==> src/rtl/binary_to_bcd.sv <==
// Iterative double-dabble binary to 4-digit packed BCD converter.
// Optional: define BCD_BLANK_LEADING_EN to blank leading zeros as 4'hF.
module binary_to_bcd #(
  parameter int WIDTH = 10
) (
  input  logic             clk,
  input  logic             reset,
  input  logic             start,
  input  logic [WIDTH-1:0] binary,
  output logic             busy,
  output logic             done,
  output logic [3:0]       thousands,
  output logic [3:0]       hundreds,
  output logic [3:0]       tens,
  output logic [3:0]       ones
);

  localparam int SW = 16 + WIDTH;
  localparam int CW = $clog2(WIDTH + 1);

  typedef enum logic {
    S_IDLE,
    S_CONV
  } state_e;

  state_e          state_q, state_d;
  logic [SW-1:0]   sr_q, sr_d;
  logic [CW-1:0]   cnt_q, cnt_d;
  logic [15:0]     dig_q, dig_d;
  logic            done_q, done_d;

  logic [15:0]     bcd_f;
  logic [15:0]     bcd_adj;
  logic [SW-1:0]   sr_shift;
  logic [15:0]     dig_out;

  always_comb begin
    bcd_f = sr_q[SW-1 -: 16];
    bcd_adj = bcd_f;
    for (int i = 0; i < 4; i++) begin
      if (bcd_f[4*i +: 4] >= 4'd5)
        bcd_adj[4*i +: 4] = bcd_f[4*i +: 4] + 4'd3;
    end
    sr_shift = {bcd_adj, sr_q[WIDTH-1:0]} << 1;
  end

  always_comb begin
    dig_out = bcd_f;
`ifdef BCD_BLANK_LEADING_EN
    // ones is never blanked, so a zero value still shows a single 0
    if (bcd_f[15:12] == 4'd0) begin
      dig_out[15:12] = 4'hF;
      if (bcd_f[11:8] == 4'd0) begin
        dig_out[11:8] = 4'hF;
        if (bcd_f[7:4] == 4'd0)
          dig_out[7:4] = 4'hF;
      end
    end
`endif
  end

  always_comb begin
    state_d = state_q;
    sr_d    = sr_q;
    cnt_d   = cnt_q;
    dig_d   = dig_q;
    done_d  = 1'b0;
    unique case (state_q)
      S_IDLE: begin
        if (start) begin
          sr_d    = {16'd0, binary};
          cnt_d   = CW'(WIDTH);
          state_d = S_CONV;
        end
      end
      S_CONV: begin
        if (cnt_q != '0) begin
          sr_d  = sr_shift;
          cnt_d = cnt_q - CW'(1);
        end else begin
          dig_d   = dig_out;
          done_d  = 1'b1;
          state_d = S_IDLE;
        end
      end
      default: state_d = S_IDLE;
    endcase
  end

  always_ff @(posedge clk or negedge reset) begin
    if (!reset) begin
      state_q <= S_IDLE;
      sr_q    <= '0;
      cnt_q   <= '0;
      dig_q   <= '0;
      done_q  <= 1'b0;
    end else begin
      state_q <= state_d;
      sr_q    <= sr_d;
      cnt_q   <= cnt_d;
      dig_q   <= dig_d;
      done_q  <= done_d;
    end
  end

  assign busy      = (state_q == S_CONV);
  assign done      = done_q;
  assign thousands = dig_q[15:12];
  assign hundreds  = dig_q[11:8];
  assign tens      = dig_q[7:4];
  assign ones      = dig_q[3:0];

endmodule

==> config.mk <==
export PLATFORM = sky130hd
export DESIGN_NAME = binary_to_bcd
export DESIGN_NICKNAME = d
export VERILOG_FILES = /design/src/rtl/binary_to_bcd.sv
export SDC_FILE = /design/constraint.sdc
export NUM_CORES = 1
export LEC_CHECK = 0
export BUFFER_PORTS_ARGS = -buffer_cell sky130_fd_sc_hd__buf_2
export CAP_MARGIN = 20
export CORE_MARGIN = 8
export CORE_UTILIZATION = 45
export DETAILED_ROUTE_END_ITERATION = 6
export PLACE_DENSITY = 0.67
export REMOVE_ABC_BUFFERS = 1
export SKIP_CTS_REPAIR_TIMING = 1
export SLEW_MARGIN = 20
export SYNTH_ARGS = -nofsm -noshare
export SYNTH_HDL_FRONTEND = slang
export SYNTH_SLANG_ARGS = --single-unit
==> constraint.sdc <==
create_clock -name clk -period 1.71 [get_ports clk]
set_input_delay 0.171 -clock clk [delete_from_list [all_inputs] [get_ports clk]]
set_output_delay 0.171 -clock clk [all_outputs]
set_load 0.005 [all_outputs]
==> results.json <==
{
  "status": "completed",
  "clock_sinks": 48,
  "cts_tree": "built",
  "place_hpwl_mm": 2.871,
  "area_growth_pct": 16.96,
  "endpoint_kind": "register",
  "dieArea_um2": 7559,
  "htreeDepth": 2,
  "synth.largest_area_cell": "dfrtp_1",
  "cts_max_path_buffers": 2,
  "place_congestion": 0.7851,
  "grt_pass1_vias": 1567,
  "peakVddDrop_v": 0.0007396,
  "grt_overflow": 0,
  "antenna_found_initial": 0,
  "relSlewSlack_pct": 77.34,
  "cp_max_fo": 9,
  "drc_errors": 0,
  "layout-drive-gt1-share_pct": 29.49,
  "clock_latency_ps": 290,
  "start_util_pct": 45.50,
  "row_count": 26,
  "finalSetupViolations": 0,
  "required_ps": 1890,
  "coreArea_um2": 4977,
  "ant_nets": 0,
  "io_pins": 31,
  "first_pass_iters": 4,
  "rsz0062_at_grt": "true",
  "die_h_um": 86.94,
  "synth-seq-cells": 48,
  "min_period_ps": 1633,
  "vias_per_cell": 4.888,
  "maxCapViolations": 0,
  "synth_cell_types": 28,
  "die_x_um": 86.94,
  "finalMaxSlewViolations": 0,
  "drt_iter0_markers": 32,
  "p_per_area_nw_per_um2": 1823,
  "fin_setup_tns_ps": 0,
  "yosysWarnings": 0,
  "grt_pass1_wl_mm": 6.893,
  "syn-cell-area_um2": 2265,
  "max_freq_mhz": 612.3,
  "hold_violations": 0,
  "ys_top_cells_by_area": "dfrtp_1 53%, mux2_2 8.5%, mux2i_1 5.7%",
  "min_path_type": "input pin to register",
  "crit_type": "register to register",
  "fin_crit_sh_pct": 95.50,
  "port_buffers": 30,
  "clk_pin_slew_ps": 80,
  "postSynthCellCount": 193,
  "diodes": 0,
  "wl_mm": 3.908,
  "tightest_slew_ps": 339.9,
  "grt_max_degree": 49,
  "dp_cells": 295,
  "nets": 255,
  "netlist.area_leader.share_pct": 53.04,
  "p_leak_nw": 1.305,
  "gr-usage-all-layers_pct": 11.34,
  "syn-mean-instance-area_um2": 11.73,
  "root_buffer": "clkbuf_8",
  "fin_cells": 304,
  "wl_per_cell_um": 12.86,
  "final_common_cell": "dfrtp_1",
  "cp-start-kind": "register",
  "vias": 1486,
  "cts_buffers": 5,
  "yosysSeqAreaShare_pct": 53.04,
  "arrival_ps": 1810,
  "final_cell_mix": "48 x dfrtp_1, 30 x buf_2, 17 x nand2_1, 17 x mux2_2",
  "skew_ps": 6.139
}
-- cells by family after synthesis --
kind of cell    Yosys count  share of synthesized area, %
flops                    48                         53.04
compound gates           43                         11.99
simple gates             35                         7.900
mux                      30                         14.20
buf+inv                  21                         5.193
fa+ha+maj                 9                         4.972
xor+xnor                  7                         2.707
-- report_power, final --
group | leakage [nW] | internal [mW] | switching, mW
combinational | 0.642 | 1.07 | 0.992
clock | 0.0552 | 0.434 | 0.351
sequential | 0.607 | 1.63 | 0.347
total | 1.30 | 3.14 | 1.69
-- synth_stat cells --
cell and number:
a21oi_1 4, a22o_1 4, a22oi_2 1, buf_2 1, buf_6 5, clkbuf_1 2
dfrtp_1 48, ha_1 9, inv_1 12, inv_2 1, mux2_2 17, mux2i_1 13
nand2_1 17, nand2b_1 8, nand4_1 1, nor2_1 6, nor3_1 1, nor4bb_4 1
o211ai_1 4, o21ai_0 13, o21ai_1 8, o21ai_2 1, o221ai_1 1, o22ai_1 4
o32ai_1 3, or2_1 1, xnor2_1 4, xor2_1 3
-- state kept, by name, summed over array words and instances, names as in the netlist --
| signal | cells |
|---|---|
| cnt_q | 4 |
| sr_q | 26 |
| dig_q | 16 |
| busy | 1 |
| done | 1 |
-- routing by layer --
metal | up-vias | GRT usage, % | wire (um) | part of all wire [%]
li1 | 756 | - | - | -
met2 | 24 | 19.57 | 1835 | 47
met4 | 0 | 2.817 | 43 | 1.1
met3 | 4 | 3.868 | 178 | 4.6
met1 | 702 | 13.08 | 1850 | 47
met5 | - | 0 | 0 | 0
-- stage by stage --
stage / util, % / power (mW) / setup slack, ps / area (um^2) / hold WS, ps
floorplan: - / 3.383 / -788.6 / 2196 / -124.6
global placement: 50.65 / 4.004 / 67.98 / 2521 / 175.7
detailed placement: 50.65 / 4.088 / -9.790 / 2521 / 176.5
CTS: 52.82 / 4.892 / -15.84 / 2629 / -153.0
global route: 53.22 / 5.266 / -3.417 / 2649 / 146.3
finish: 53.22 / 4.828 / 76.90 / 2649 / 137.6
-- worst max-delay path, stage by stage (launching register included) --
cell,delay [ps]
dfrtp_1,380
inv_1,90
ha_1,180
nor4bb_4,270
buf_4,240
mux2_2,350
-- cell type report --
type | instances | area (um^2)
fillers | 460 | 2328
clock inverters | 2 | 35.03
flip-flops and latches | 48 | 1201
repair buffers | 41 | 255.2
inverters | 13 | 48.80
multi-input cells | 124 | 948.4
clock buffers | 6 | 72.57
well taps | 70 | 87.58
-- path summary, 6_finish.rpt --
check	startpoint	to	slack, ps	cells after the start
worst max-delay path	cnt_q[1]$_DFFE_PN0P_	dig_q[1]$_DFFE_PN0P_	80	5
worst min-delay path	start	cnt_q[2]$_DFFE_PN0P_	140	2
worst max register to register	cnt_q[1]$_DFFE_PN0P_	dig_q[1]$_DFFE_PN0P_	80	5
worst min register to register	sr_q[2]$_DFFE_PN0P_	sr_q[2]$_DFFE_PN0P_	490	2
max in group asynchronous	reset	sr_q[0]$_DFFE_PN0P_	1110	3
min in group asynchronous	reset	done$_DFF_PN0_	380	3
Power figures use the tool's default switching activity.
